$ cat config.mk
export PLATFORM = sky130hd
export DESIGN_NAME = wm8731_cfg_sequencer
export DESIGN_NICKNAME = d
export VERILOG_FILES = /design/src/rtl/wm8731_cfg_sequencer.sv
export SDC_FILE = /design/constraint.sdc
export NUM_CORES = 1
export LEC_CHECK = 0
export ABC_AREA = 0
export CAP_MARGIN = 20
export CELL_PAD_IN_SITES_DETAIL_PLACEMENT = 0
export CELL_PAD_IN_SITES_GLOBAL_PLACEMENT = 1
export CORE_ASPECT_RATIO = 0.8
export CORE_UTILIZATION = 40
export DETAILED_ROUTE_END_ITERATION = 16
export PLACE_DENSITY_LB_ADDON = 0.1
export SYNTH_ARGS = -nofsm -noshare
export SYNTH_HDL_FRONTEND = slang
export SYNTH_SLANG_ARGS = --single-unit
$ cat constraint.sdc
create_clock -name clk -period 2.7 [get_ports clk]
set_input_delay 0.405 -clock clk [delete_from_list [all_inputs] [get_ports clk]]
set_output_delay 0.405 -clock clk [all_outputs]
set_load 0.01 [all_outputs]
$ cat src/rtl/wm8731_cfg_sequencer.sv
// WM8731 configuration sequencer: plays the codec init list over the I2C packet
// master with NACK retries, then forwards single host register writes.
module wm8731_cfg_sequencer #(
  parameter int         MAX_RETRY  = 3,
  parameter int         GAP_CYCLES = 16,
  parameter logic [7:0] DEV_BYTE   = 8'h34
) (
  input  logic        clk,
  input  logic        rst_n,
  input  logic        init_restart,
  input  logic        host_req,
  input  logic [15:0] host_pkt,
  output logic        host_done,
  output logic        host_nack,
  output logic [23:0] i2c_pkt,
  output logic        i2c_start,
  input  logic        i2c_busy,
  input  logic        i2c_done,
  input  logic        i2c_nack,
  output logic        init_done,
  output logic        init_err,
  output logic        busy
);

  localparam int RW = (MAX_RETRY > 0) ? $clog2(MAX_RETRY + 1) : 1;
  localparam int GW = $clog2(GAP_CYCLES + 1);
  localparam logic [3:0]    LAST_IDX  = 4'd10;
  localparam logic [RW-1:0] RETRY_MAX = RW'(MAX_RETRY);
  localparam logic [GW-1:0] GAP_FULL  = GW'(GAP_CYCLES);
  localparam logic [GW-1:0] GAP_LAST  = GW'(GAP_CYCLES - 1);

  typedef enum logic [2:0] {
    S_GAP, S_INIT_ISSUE, S_INIT_WAIT, S_READY, S_HOST_ISSUE, S_HOST_WAIT, S_ERROR
  } state_t;

  state_t        state_reg, state_next, ret_reg, ret_next;
  logic [3:0]    idx_reg, idx_next;
  logic [RW-1:0] retry_reg, retry_next;
  logic [GW-1:0] gap_cnt_reg, gap_cnt_next;
  logic [15:0]   host_pkt_reg, host_pkt_next;
  logic          restart_pend_reg, restart_pend_next;
  logic [23:0]   i2c_pkt_reg, i2c_pkt_next;
  logic          i2c_start_reg, i2c_start_next;
  logic          host_done_reg, host_done_next;
  logic          host_nack_reg, host_nack_next;
  logic          init_done_reg, init_done_next;
  logic          init_err_reg, init_err_next;
  logic          idle_state, gap_ok, take_restart;

  function automatic logic [15:0] init_word(input logic [3:0] idx);
    case (idx)
      4'd0:    init_word = {7'h0F, 9'h000};
      4'd1:    init_word = {7'h00, 9'h017};
      4'd2:    init_word = {7'h01, 9'h017};
      4'd3:    init_word = {7'h02, 9'h079};
      4'd4:    init_word = {7'h03, 9'h079};
      4'd5:    init_word = {7'h04, 9'h012};
      4'd6:    init_word = {7'h05, 9'h000};
      4'd7:    init_word = {7'h06, 9'h000};
      4'd8:    init_word = {7'h07, 9'h00E};
      4'd9:    init_word = {7'h08, 9'h000};
      4'd10:   init_word = {7'h09, 9'h001};
      default: init_word = 16'h0000;
    endcase
  endfunction

  assign idle_state = (state_reg == S_READY) || (state_reg == S_ERROR);
  // The gap counter keeps running outside GAP so a host write issued straight
  // from READY still respects the idle time after the last transaction.
  assign gap_ok     = (gap_cnt_reg == GAP_FULL);

  always_comb begin
    state_next        = state_reg;
    ret_next          = ret_reg;
    idx_next          = idx_reg;
    retry_next        = retry_reg;
    gap_cnt_next      = gap_cnt_reg;
    host_pkt_next     = host_pkt_reg;
    restart_pend_next = restart_pend_reg;
    i2c_pkt_next      = i2c_pkt_reg;
    i2c_start_next    = 1'b0;
    host_done_next    = 1'b0;
    host_nack_next    = 1'b0;
    init_done_next    = init_done_reg;
    init_err_next     = init_err_reg;
    take_restart      = 1'b0;

    if (gap_cnt_reg != GAP_FULL) gap_cnt_next = gap_cnt_reg + GW'(1);
    if (init_restart && !idle_state) restart_pend_next = 1'b1;

    unique case (state_reg)
      S_GAP: begin
        if (gap_cnt_reg >= GAP_LAST) begin
          if (restart_pend_reg || init_restart) take_restart = 1'b1;
          else state_next = ret_reg;
        end
      end
      S_INIT_ISSUE: begin
        if (!i2c_busy && gap_ok) begin
          i2c_pkt_next   = {DEV_BYTE, init_word(idx_reg)};
          i2c_start_next = 1'b1;
          state_next     = S_INIT_WAIT;
        end
      end
      S_INIT_WAIT: begin
        if (i2c_done) begin
          gap_cnt_next = '0;
          if (!i2c_nack) begin
            retry_next = '0;
            if (idx_reg == LAST_IDX) begin
              idx_next       = '0;
              init_done_next = 1'b1;
              state_next     = S_READY;
            end else begin
              idx_next   = idx_reg + 4'd1;
              ret_next   = S_INIT_ISSUE;
              state_next = S_GAP;
            end
          end else if (retry_reg < RETRY_MAX) begin
            retry_next = retry_reg + RW'(1);
            ret_next   = S_INIT_ISSUE;
            state_next = S_GAP;
          end else begin
            retry_next    = '0;
            init_err_next = 1'b1;
            state_next    = S_ERROR;
          end
        end
      end
      S_READY, S_ERROR: begin
        if (init_restart || restart_pend_reg) begin
          take_restart = 1'b1;
        end else if (host_req) begin
          host_pkt_next = host_pkt;
          state_next    = S_HOST_ISSUE;
        end
      end
      S_HOST_ISSUE: begin
        if (!i2c_busy && gap_ok) begin
          i2c_pkt_next   = {DEV_BYTE, host_pkt_reg};
          i2c_start_next = 1'b1;
          state_next     = S_HOST_WAIT;
        end
      end
      S_HOST_WAIT: begin
        if (i2c_done) begin
          host_done_next = 1'b1;
          host_nack_next = i2c_nack;
          gap_cnt_next   = '0;
          state_next     = S_GAP;
          // An acknowledged write to the codec reset register wipes the codec,
          // so the whole init list has to be replayed.
          if (!i2c_nack && host_pkt_reg[15:9] == 7'h0F) begin
            idx_next       = '0;
            retry_next     = '0;
            init_done_next = 1'b0;
            init_err_next  = 1'b0;
            ret_next       = S_INIT_ISSUE;
          end else begin
            ret_next = init_err_reg ? S_ERROR : S_READY;
          end
        end
      end
      default: state_next = S_GAP;
    endcase

    if (take_restart) begin
      idx_next          = '0;
      retry_next        = '0;
      init_done_next    = 1'b0;
      init_err_next     = 1'b0;
      restart_pend_next = 1'b0;
      gap_cnt_next      = '0;
      ret_next          = S_INIT_ISSUE;
      state_next        = S_GAP;
    end
  end

  always_ff @(posedge clk or negedge rst_n) begin
    if (!rst_n) begin
      state_reg        <= S_GAP;
      ret_reg          <= S_INIT_ISSUE;
      idx_reg          <= '0;
      retry_reg        <= '0;
      gap_cnt_reg      <= '0;
      host_pkt_reg     <= '0;
      restart_pend_reg <= 1'b0;
      i2c_pkt_reg      <= '0;
      i2c_start_reg    <= 1'b0;
      host_done_reg    <= 1'b0;
      host_nack_reg    <= 1'b0;
      init_done_reg    <= 1'b0;
      init_err_reg     <= 1'b0;
    end else begin
      state_reg        <= state_next;
      ret_reg          <= ret_next;
      idx_reg          <= idx_next;
      retry_reg        <= retry_next;
      gap_cnt_reg      <= gap_cnt_next;
      host_pkt_reg     <= host_pkt_next;
      restart_pend_reg <= restart_pend_next;
      i2c_pkt_reg      <= i2c_pkt_next;
      i2c_start_reg    <= i2c_start_next;
      host_done_reg    <= host_done_next;
      host_nack_reg    <= host_nack_next;
      init_done_reg    <= init_done_next;
      init_err_reg     <= init_err_next;
    end
  end

  assign i2c_pkt   = i2c_pkt_reg;
  assign i2c_start = i2c_start_reg;
  assign host_done = host_done_reg;
  assign host_nack = host_nack_reg;
  assign init_done = init_done_reg;
  assign init_err  = init_err_reg;
  assign busy      = !idle_state;

endmodule

==> flow_summary_export.csv <==
group,metric,value,unit
timing,setup_violations,0,
job,maxCapViolCount,0,
floorplan,die_w,98.4,um
floorplan,ioPinCount,53,
power_and_ir_drop,p_leak,1.56,nW
worst_setup_path,crit_family,"flip-flops",
drt,drc,2,
drt,drt_iter0_markers,121,
global_routing,grt_use_total,18.9,%
drt,drt-pass1-iter-count,12,
logic_synthesis,synth.most_common_cell,"dfrtp_1",
logic_synthesis,ys_ff_latch,56,
timing,final.setup.tns,0,ns
logic_synthesis,yosysWarnings,0,
logic_synthesis,synth_top_cell_area_share,46.3,%
timing,fmax,406,MHz
timing,period_needed,2.46,ns
drt,vias,2302,
final_layout,syn2layout_area_growth,20.6,%
logic_synthesis,ys_types,57,
logic_synthesis,synthTopCellsByArea,"dfrtp_1 46%, mux2_2 6.8%, nand2_1 4.2%, o21ai_0 4.0%, a21oi_1 3.7%",
worst_setup_path,cp-end-kind,"output port",
outcome,outcome,"finished, violations left",
logic_synthesis,netlist_instances,306,
min_path,holdCritPathClass,"in2async",
final_layout,regArea,1400,um2
logic_synthesis,synth_area,2970,um2
logic_synthesis,synth_edf_count,0,
final_layout,largest_reg_flops,17,
timing,worstMarginPinSlew,0.603,ns
drt,ant_nets,0,
logic_synthesis,synth_ff_type,"dfrtp_1",
outcome,violations,"design-rule violations",
clock_tree,clock-sinks,56,
drt,wirelength,6750,um
clock_tree,ctsLongestPathBuffers,2,
clock_tree,cts_setup_buffers,0,
worst_setup_path,cp-start-kind,"flop",
logic_synthesis,synthTopCellsByCount,"55 x dfrtp_1, 33 x nand2_1, 24 x o21ai_0",
placed_design,gp_congestion,0.784,
timing,hold_viol,0,
global_routing,overflow,0,
global_routing,grt_pass1_wl,11500,um
clock_tree,cts_resized,0,
floorplan,die_h,79.1,um
floorplan,die_area,7780,um2
clock_tree,ctsHoldBuffers,0,
final_layout,multi_input_area,1400,um2
worst_setup_path,required,2.30,ns
timing,rsz0062_at_grt,"false",
final_layout,n_fill_cell,681,
worst_setup_path,cp_max_fo,21,
floorplan,start_util,42.3,%
drt,vias_per_cell,5.29,
worst_setup_path,slowest_delay,0.74,ns
worst_setup_path,worstPathArrival,2.06,ns
power_and_ir_drop,power_density,955,nW/um2
clock_tree,clk_pin_slew,0.11,ns
clock_tree,root_buffer,"clkbuf_8",
final_layout,antenna_cells,0,
logic_synthesis,yosysSeqAreaShare,47.2,%
worst_setup_path,path_class,"reg2out",
power_and_ir_drop,vdd_ir_drop_max,0.000330,V
timing,maxSlewViolCount,0,
worst_setup_path,path_cells,"xnor2_1 > nor2_1 > inv_1 > clkdlybuf4s50_1",
final_layout,drive_above_1_share,13.2,%
timing,clock_skew,0.0127,ns
clock_tree,cts.htree.levels,2,
worst_setup_path,critPathSlowestCell,"dfrtp_1",
clock_tree,clock_latency,0.32,ns
placed_design,hpwl,4840,um
final_layout,nets,378,
logic_synthesis,synth_area_per_cell,9.72,um2
global_routing,grt_pass1_vias,2289,
logic_synthesis,synth_top_cell_by_area,"dfrtp_1",
drt,detail_route.wl_per_cell,15.5,um
clock_tree,numCtsBuffers,5,
floorplan,rows,27,
worst_setup_path,path_buf_inv,2,
global_routing,antenna_found_initial,0,
timing,slew_headroom,59.8,%
clock_tree,cts_tree,"yes",
logic_synthesis,async_flop_share,100,%
floorplan,core,7030,um2
timing,post-route-period-util,91.3,%
global_routing,grt_max_degree,31,
power_and_ir_drop,p_total,0.00343,W
placed_design,portBuffers,47,
==> report_power, final <==
group / leakage, nW / switching (W) / internal, W
logic: 0.794 / 0.000762 / 0.000784
registers: 0.721 / 0.000265 / 0.00113
clock network: 0.0445 / 0.000302 / 0.000185
total: 1.56 / 0.00133 / 0.00210
==> worst reg2reg max path, cell delays in order (launching register included) <==
cell and delay, ns:
dfrtp_1 0.44, inv_1 0.08, ha_1 0.17, nand4bb_1 0.23, or3_1 0.42, a221oi_2 0.47, mux2_2 0.39, nor2_1 0.09
==> cell usage in the layout (no fill, tap or decap), drive strengths merged, types with 3 or more instances in the layout <==
| master | count |
|---|---|
| dfrtp | 55 |
| clkdlybuf4s50 | 46 |
| nand2 | 33 |
| o21ai | 26 |
| a21oi | 24 |
| nor2 | 20 |
| mux2 | 18 |
| inv | 16 |
| nor3 | 12 |
| mux2i | 9 |
| buf | 9 |
| ha | 8 |
| conb | 5 |
| clkbuf | 5 |
| xnor2 | 3 |
| nand2b | 3 |
| nand3 | 3 |
| and3 | 3 |
| or3 | 3 |
| nor2b | 3 |
| a211oi | 3 |
| o31ai | 3 |
==> area by class of cell <==
class	count	area share, %
clock buffer	5	1.92
clock inverter	3	0.593
inverter	15	1.57
multi-input combinational	214	39.1
sequential	56	39.1
tap	87	3.04
timing repair buffer	55	14.7
==> worst paths after layout <==
kind / end / cells after the start / slack [ns] / startpoint
hold reg to reg: i2c_pkt[3] / 2 / 0.49 / i2c_pkt[3]
hold / removal: state_reg[2] / 1 / 0.03 / rst_n
min in group clk: i2c_pkt[3] / 2 / 0.49 / i2c_pkt[3]
setup / recovery: busy / 4 / 0.24 / state_reg[2]
max in group asynchronous: i2c_start / 2 / 2.03 / rst_n
setup reg to reg: state_reg[1] / 7 / 0.37 / gap_cnt_reg[0]
==> metal layers <==
layer  global-route usage [%]  share of wire (%)  up-vias
met4                     5.07               0.93        0
met3                     3.79                4.5        8
li1                         -                  -     1143
met2                     27.7                 42       52
met5                        0                  0        -
met1                     28.3                 53     1099
==> metrics by stage <==
| step | instances | hold slack (ns) | instance area [um2] | utilization, % | worst slack (ns) |
|---|---|---|---|---|---|
| 2_1_floorplan | 310 | 0.109 | 2990 | - | 0.670 |
| 3_3_place_gp | 427 | 0.385 | 3500 | 49.8 | 0.324 |
| 3_5_place_dp | 427 | 0.390 | 3500 | 49.8 | 0.281 |
| 4_1_cts | 435 | 0.0434 | 3590 | 51.0 | 0.234 |
| 5_1_grt | 435 | 0.0586 | 3590 | 51.0 | 0.0505 |
| 6_report | 435 | 0.0301 | 3590 | 51.0 | 0.236 |
==> cells by family after synthesis <==
group / count (synthesis) / synth area share (%)
adder cells (fa/ha/maj): 8 / 3.37
XOR/XNOR: 5 / 1.47
multiplexers: 27 / 9.85
AO/OA/AOI/OAI: 75 / 15.8
other: 1 / 0.126
AND/OR/NAND/NOR: 94 / 16.1
buffers and inverters: 40 / 6.14
flip-flops: 56 / 47.2
No activity file was read; power rests on OpenSTA's default activity.
